File: config.mk
export PLATFORM = sky130hd
export DESIGN_NAME = fifo_pkt_tx
export DESIGN_NICKNAME = d
export VERILOG_FILES = /design/src/rtl/fifo_pkt_tx.sv
export SDC_FILE = /design/constraint.sdc
export NUM_CORES = 1
export LEC_CHECK = 0
export CAP_MARGIN = 20
export CORE_ASPECT_RATIO = 1.75
export CORE_MARGIN = 2
export CORE_UTILIZATION = 40
export DETAILED_ROUTE_END_ITERATION = 10
export DONT_BUFFER_PORTS = 1
export GPL_TIMING_DRIVEN = 0
export SLEW_MARGIN = 30
export SYNTH_ARGS = -nofsm -noshare
export SYNTH_HDL_FRONTEND = slang
export SYNTH_SLANG_ARGS = --single-unit
export TNS_END_PERCENT = 10
File: constraint.sdc
create_clock -name clk -period 6.05 [get_ports clk]
set_clock_uncertainty 0.2 [all_clocks]
set_input_delay 0.605 -clock clk [delete_from_list [all_inputs] [get_ports clk]]
set_output_delay 0.605 -clock clk [all_outputs]
set_load 0.02 [all_outputs]
File: src/rtl/fifo_pkt_tx.sv
// Read-side packetizer for the dual-clock sample FIFO.
// Commits a packet once PKT_WORDS words are buffered, then streams it out.
module fifo_pkt_tx #(
    parameter int DATA_W    = 64,
    parameter int USEDW_W   = 10,
    parameter int PKT_WORDS = 16
) (
    input  logic              clk,
    input  logic              reset,
    input  logic [DATA_W-1:0] fifo_q,
    input  logic [USEDW_W-1:0] fifo_rdusedw,
    input  logic              fifo_rdempty,
    output logic              fifo_rdreq,
    output logic [DATA_W-1:0] tx_data,
    output logic              tx_valid,
    input  logic              tx_ready,
    output logic              tx_startofpacket,
    output logic              tx_endofpacket,
    output logic [2:0]        tx_empty,
    output logic [31:0]       pkt_count,
    output logic              busy
);

    localparam int CW = USEDW_W + 1;
    localparam logic [CW-1:0] PKT_N    = CW'(PKT_WORDS);
    localparam logic [CW-1:0] PKT_LAST = CW'(PKT_WORDS - 1);
    localparam logic [CW-1:0] CNT_ONE  = CW'(1);

    localparam logic [1:0] S_IDLE  = 2'd0;
    localparam logic [1:0] S_FETCH = 2'd1;
    localparam logic [1:0] S_DRAIN = 2'd2;

    logic [1:0]        state;
    logic [CW-1:0]     fetch_cnt;
    logic [CW-1:0]     cap_cnt;
    logic              inflight;
    logic [1:0]        occ;
    logic [1:0]        wr_ptr;
    logic [1:0]        rd_ptr;
    logic [DATA_W-1:0] buf_d [0:2];
    logic [2:0]        buf_sop;
    logic [2:0]        buf_eop;

    logic threshold;
    logic room;
    logic push;
    logic pop;
    logic eop_pop;

    function automatic logic [1:0] nxt(input logic [1:0] p);
        return (p == 2'd2) ? 2'd0 : p + 2'd1;
    endfunction

    assign threshold = {1'b0, fifo_rdusedw} >= PKT_N;

    // Reserve a slot for the word still in flight from the FIFO.
    assign room = ({1'b0, occ} + {2'b00, inflight}) < 3'd3;

    assign fifo_rdreq = (state == S_FETCH)
                      && !fifo_rdempty
                      && room
                      && (fetch_cnt < PKT_N);

    assign push    = inflight;
    assign tx_valid = (occ != 2'd0);
    assign pop     = tx_valid && tx_ready;
    assign eop_pop = pop && buf_eop[rd_ptr];

    assign tx_data          = tx_valid ? buf_d[rd_ptr] : '0;
    assign tx_startofpacket = tx_valid && buf_sop[rd_ptr];
    assign tx_endofpacket   = tx_valid && buf_eop[rd_ptr];
    assign tx_empty         = 3'd0;

    // Skid buffer: data has no reset, occupancy alone marks it stale.
    always_ff @(posedge clk) begin
        if (push) begin
            buf_d[wr_ptr] <= fifo_q;
        end
    end

    always_ff @(posedge clk) begin
        if (reset) begin
            inflight <= 1'b0;
            occ      <= 2'd0;
            wr_ptr   <= 2'd0;
            rd_ptr   <= 2'd0;
            buf_sop  <= 3'b000;
            buf_eop  <= 3'b000;
        end else begin
            inflight <= fifo_rdreq;
            if (push) begin
                buf_sop[wr_ptr] <= (cap_cnt == '0);
                buf_eop[wr_ptr] <= (cap_cnt == PKT_LAST);
                wr_ptr          <= nxt(wr_ptr);
            end
            if (pop) begin
                rd_ptr <= nxt(rd_ptr);
            end
            case ({push, pop})
                2'b10:   occ <= occ + 2'd1;
                2'b01:   occ <= occ - 2'd1;
                default: occ <= occ;
            endcase
        end
    end

    always_ff @(posedge clk) begin
        if (reset) begin
            state     <= S_IDLE;
            fetch_cnt <= '0;
            cap_cnt   <= '0;
            pkt_count <= 32'd0;
            busy      <= 1'b0;
        end else begin
            if (push) begin
                cap_cnt <= cap_cnt + CNT_ONE;
            end
            case (state)
                S_IDLE: begin
                    if (threshold) begin
                        state     <= S_FETCH;
                        fetch_cnt <= '0;
                        cap_cnt   <= '0;
                        busy      <= 1'b1;
                    end
                end
                S_FETCH: begin
                    if (fifo_rdreq) begin
                        fetch_cnt <= fetch_cnt + CNT_ONE;
                        if (fetch_cnt == PKT_LAST) begin
                            state <= S_DRAIN;
                        end
                    end
                end
                S_DRAIN: begin
                    if (eop_pop) begin
                        state     <= S_IDLE;
                        busy      <= 1'b0;
                        pkt_count <= pkt_count + 32'd1;
                    end
                end
                default: begin
                    state <= S_IDLE;
                end
            endcase
        end
    end

endmodule
==> results.toml, run 1 <==
[worst_setup_path]
rrSetupSlack_ps = 3590
end_kind = "primary output"
arrival_ps = 2620
crit_end = "tx_data[6]"
r2r-end = "pkt_count[22]"
r2r_cells = 6
crit_fanout = 10
reg2reg_from = "pkt_count[0]"
worstSetupPathType = "flop to primary output"
crit_path_start_kind = "flop"
cp.required_ps = 5240

[clock_tree]
post_cts_buffers = 0
cts_buffer_depth = 3
clkSinkCount = 264
hold_buffers = 64
cts-resized-gates = 0
ctsRootBufferMaster = "clkbuf_16"
cts_buffers = 26
htreeDepth = 1
cts_tree = "done"
clk_pin_slew_ps = 60
clk_latency_ps = 520

[placement]
port_buffers = 0
placed_area_um2 = 11200
placedCellCount = 1173
place_congestion = 0.775
dp_hpwl_mm = 16.2

[grt]
overflow = 0
antenna_found_initial = 1
grt_pass1_wl_mm = 36.1
grt_max_degree = 47
track_usage = 0.167
grt_pass1_vias = 6686

[timing]
hold_violations = 0
fin_crit_ps = 3420
tns_ps = 0
slew_headroom = 0.454
max_freq_ghz = 0.292
rsz0062_at_grt = "false"
setup_viol = 0
hold_slack_ps = 153
period_share = 0.566
slew_violations = 0
tightest_slew_ps = 819

[drt]
vias = 6719
wl_per_cell_um = 18.5
wl_met3_mm = 1.23
totalWireLength_mm = 23.9
met1Wirelength_mm = 8.88
ant_nets = 0
first_pass_iters = 4
met2_length_mm = 13.3
via_per_inst = 5.22
drt-initial-drc-count = 271
drc = 0
maxUsedRoutingLayer = "met4"

[power]
ir_drop_mv = 0.212
leakage_uw = 0.00422
p_per_area_nw_per_um2 = 316
power_uw = 4000

[outcome]
status = "finished, final reports clean"

[yosys]
synth_seq_cells = 264
yosysTopAreaCell = "edfxtp_1"
synth_cell_types = 46
ys_top_cells_by_area = "edfxtp_1, dfxtp_1, mux2i_1, nor2_1, a21oi_1"
yosysSeqAreaShare = 0.683
ys_dominant_reg_cell = "edfxtp_1"
synth_area_um2 = 10600
avgSynthCellArea_um2 = 12.6
syn_inst = 840
synth_async_sr_flop_share = 0
yosysTopAreaCellShare = 0.546
synth-edff-count = 192
yosys_warnings = 0

[finish]
design_area_um2 = 12700
layoutNonFillerInstCount = 1286
drive_above_1_share = 0.0788
fin_nets = 1030
most-common-layout-cells = "edfxtp_1, nor2_1, a21oi_1"
synthToLayoutAreaGrowth_pct = 20.0
final_common_cell = "edfxtp_1"

[min_path]
worst_hold_path_type = "input port to flop"

[floorplan]
num_rows = 78
die_h_um = 219
ios = 182
die_w_um = 127
core_area_um2 = 26000
design.die.area_um2 = 27700
start_util = 0.406

[run]
drv_cap = 0
[cell usage after synthesis (7+ instances only)]
library cell / instances
a21oi_1: 83
and2_1: 9
and3_1: 9
buf_1: 9
buf_2: 9
clkbuf_1: 23
dfxtp_1: 72
edfxtp_1: 192
ha_1: 7
inv_1: 8
mux2i_1: 74
nand2_1: 14
nand3_1: 21
nand4_1: 18
nor2_1: 190
nor3_1: 7
o21ai_0: 8
o31ai_1: 7
or4_1: 7
xnor2_1: 9
xor2_1: 26
[power breakdown]
group          switching (uW)  total, uW  internal [uW]  leakage [uW]
clock network             679       1540            861      0.000387
registers                14.1       1980           1970       0.00232
logic                     341        482            141       0.00152
total                    1030       4000           2970       0.00422
[worst max-delay path, stage by stage, from the launching register on]
cell and delay, ps:
dfxtp_1 310, clkbuf_1 600, buf_2 440, mux2i_1 130, nor2_1 90, a21oi_1 50, nor2_1 470
[worst min path at each step]
stage / startpoint / endpoint / depth (start not counted)
after floorplan: fetch_cnt[10] / fetch_cnt[10] / 1
after global placement: fetch_cnt[10] / fetch_cnt[10] / 1
after detailed placement: fetch_cnt[7] / fetch_cnt[7] / 1
after CTS: reset / fetch_cnt[6] / 2
after global routing: reset / fetch_cnt[10] / 2
final: reset / fetch_cnt[6] / 2
[logic make-up after synthesis]
kind of cell,after synthesis,synth area share
fa+ha+maj,7,0.00830
buf+inv,52,0.0206
mux,74,0.0702
flops,264,0.683
other cells,1,0.000355
simple gates,303,0.134
compound gates,104,0.0548
xor+xnor,35,0.0291
[layer usage]
| layer | vias up | global-route usage |
|---|---|---|
| met3 | 30 | 0.0327 |
| met5 | - | 0 |
| met1 | 3306 | 0.178 |
| met2 | 152 | 0.326 |
| met4 | 0 | 0.0538 |
| li1 | 3231 | - |
[sequential cells by signal, indices dropped and copies added, names as in the netlist, named ones only]
register   flops
busy           1
buf_d        192
buf_sop        3
buf_eop        3
cap_cnt       11
inflight       1
state          2
wr_ptr         2
occ            2
rd_ptr         2
fetch_cnt     11
pkt_count     32
[through the flow]
stage,util,setup WS (ps)
6_report,0.488,2630
3_5_place_dp,0.431,3060
2_1_floorplan,-,1940
3_3_place_gp,0.422,-307
4_1_cts,0.487,2490
5_1_grt,0.488,2450
[area by class of cell]
class                           count  area, um^2
Tap cell                          320         400
Timing Repair Buffer               75         857
Clock inverter                     18         128
Fill cell                        2322       13300
Inverter                            8        35.0
Sequential cell                   264        7210
Multi-Input combinational cell    526        3150
Buffer                             44         188
Antenna cell                        1        2.50
Clock buffer                       30         687
(Power assumes the default switching activity.)
==> inputs of run 2 (changes only) <==
==> constraint.sdc (replaced) <==
create_clock -name clk -period 3.33 [get_ports clk]
set_clock_uncertainty 0.2 [all_clocks]
set_input_delay 0.333 -clock clk [delete_from_list [all_inputs] [get_ports clk]]
set_output_delay 0.333 -clock clk [all_outputs]
set_load 0.02 [all_outputs]
==> results.toml, run 2 (synthesis results as in run 1) <==
[outcome]
status = "finished, final reports clean"

[finish]
final_common_cell = "edfxtp_1"
largest_reg_flops = 192
largestRegisters = "buf_d (192), pkt_count (32)"
largest_register = "buf_d"
fin_util = 0.491
most-common-layout-cells = "edfxtp_1, nor2_1, a21oi_1"
final-seq-area_um2 = 7210
multi_input_area_um2 = 3150
nFillCells = 2347
design_area_um2 = 12800
synthToLayoutAreaGrowth_pct = 20.8
drive_above_1_share = 0.0806
fin_nets = 1034
layoutNonFillerInstCount = 1290

[worst_setup_path]
path_cells = "clkbuf_1 -> buf_2 -> mux2i_1 -> nor2_1 -> a21oi_1 -> nor2_1"
r2r_cells = 6
end_kind = "primary output"
arrival_ps = 2540
rrSetupSlack_ps = 820
path_common_cell = "nor2_1"
reg2reg_from = "pkt_count[1]"
crit_path_start_kind = "flop"
worstSetupPathType = "flop to primary output"
crit_fanout = 10
cp.required_ps = 2800
critPathSlowestCell = "clkbuf_1"
r2r-end = "pkt_count[20]"
slowest_delay_ps = 520

[timing]
max_freq_ghz = 0.326
slew_headroom = 0.453
rsz0062_at_grt = "false"
period_share = 0.921
slew_violations = 0
hold_violations = 0
tightest_slew_ps = 814
setup_slack_ps = 262
setup_viol = 0
fin_crit_ps = 3070

[placement]
dp_hpwl_mm = 16.0
placed_area_um2 = 11200
place_congestion = 0.763
placedCellCount = 1173
port_buffers = 0
post-place-ws_ps = 685

[power]
power.switching_uw = 1880
power_uw = 7480
p_int_uw = 5600
p_per_area_nw_per_um2 = 587
power_frac_seq = 0.481
p_sw_frac = 0.252
leakage_uw = 0.00428
combPwrFrac = 0.118
ir_drop_mv = 0.371
pwr-share-clk = 0.402

[grt]
overflow = 0
antenna_found_initial = 2
track_usage = 0.170
grt_pass1_vias = 6761
grt_max_degree = 36
grt_pass1_wl_mm = 36.7

[floorplan]
die_w_um = 127
design.die.area_um2 = 27700
start_util = 0.406
die_h_um = 219
core_area_um2 = 26000
ios = 182
num_rows = 78

[drt]
wl_per_cell_um = 18.6
drc = 0
first_pass_iters = 4
via_per_inst = 5.19
totalWireLength_mm = 24.0
ant_nets = 0
vias = 6691
drt-initial-drc-count = 289

[clock_tree]
clk_pin_slew_ps = 60
post_cts_buffers = 0
cts_buffer_depth = 3
ctsRootBufferMaster = "clkbuf_16"
cts_buffers = 25
clkSinkCount = 264
htreeDepth = 1
clk_latency_ps = 530
cts_tree = "done"

[min_path]
hold-path-cell-count = 3
hold-path-endpoint = "cap_cnt[0]"
hp-start = "reset"
worst_hold_path_type = "input port to flop"

[run]
drv_cap = 0
[run 2: cell count changes in the layout (fill, tap and decap cells not counted), sizes merged]
cell	delta
dlygate4sd3	+5
clkinv	-4
clkbuf	+1
bufinv	+2
clkinvlp	-4
diode	+1
inv	+3
[run 2: critical path, delay by kind of cell, from the launching register on]
kind            cells  cell delay (ps)
buf+inv             2              950
simple gates        2              580
flops               1              300
mux                 1              120
compound gates      1               50
[run 2: area by class of cell]
cell class	count	share of cell area
flip-flops and latches	264	0.565
repair buffers	80	0.0693
clock inverters	15	0.0131
plain buffers	44	0.0147
diodes	2	0.000393
clock buffers	31	0.0558
well taps	320	0.0314
multi-input cells	526	0.247
inverters	8	0.00275
[run 2: metal layers]
layer  GRT usage  part of all wire  vias up
li1            -                 -     3244
met1       0.184              0.39     3257
met2       0.327              0.54      151
met3      0.0329             0.050       37
met4      0.0564             0.023        2
met5           0           0.00054        -
[run 2: stage by stage]
step,setup TNS [ps],hold slack [ps]
floorplan,0,230
global placement,-144210,232
detailed placement,0,232
CTS,0,35.2
global route,0,84.5
finish,0,44.5
[run 2: repair_timing]
action | 4_1_cts | 5_1_grt
hold buffers | 69 | 0
hold endpoints to repair | 215 | 0
setup endpoints to repair | 0 | 0
gates resized for setup | 0 | 0
[run 2: power by group through the flow]
stage          sequential, uW  clock, uW  combinational, uW
3_5_place_dp             3670          0                808
4_1_cts                  3600       3090                899
6_report                 3600       3000                881
5_1_grt                  3600       3210                956
3_3_place_gp             3670          0                794
2_1_floorplan            3660          0                622
[run 2: how the worst max path moves through the flow]
| stage | endpoint |
|---|---|
| 2_1_floorplan | buf_eop[2] |
| 3_3_place_gp | buf_sop[2] |
| 3_5_place_dp | tx_data[4] |
| 4_1_cts | tx_data[4] |
| 5_1_grt | tx_data[5] |
| 6_report | tx_data[5] |
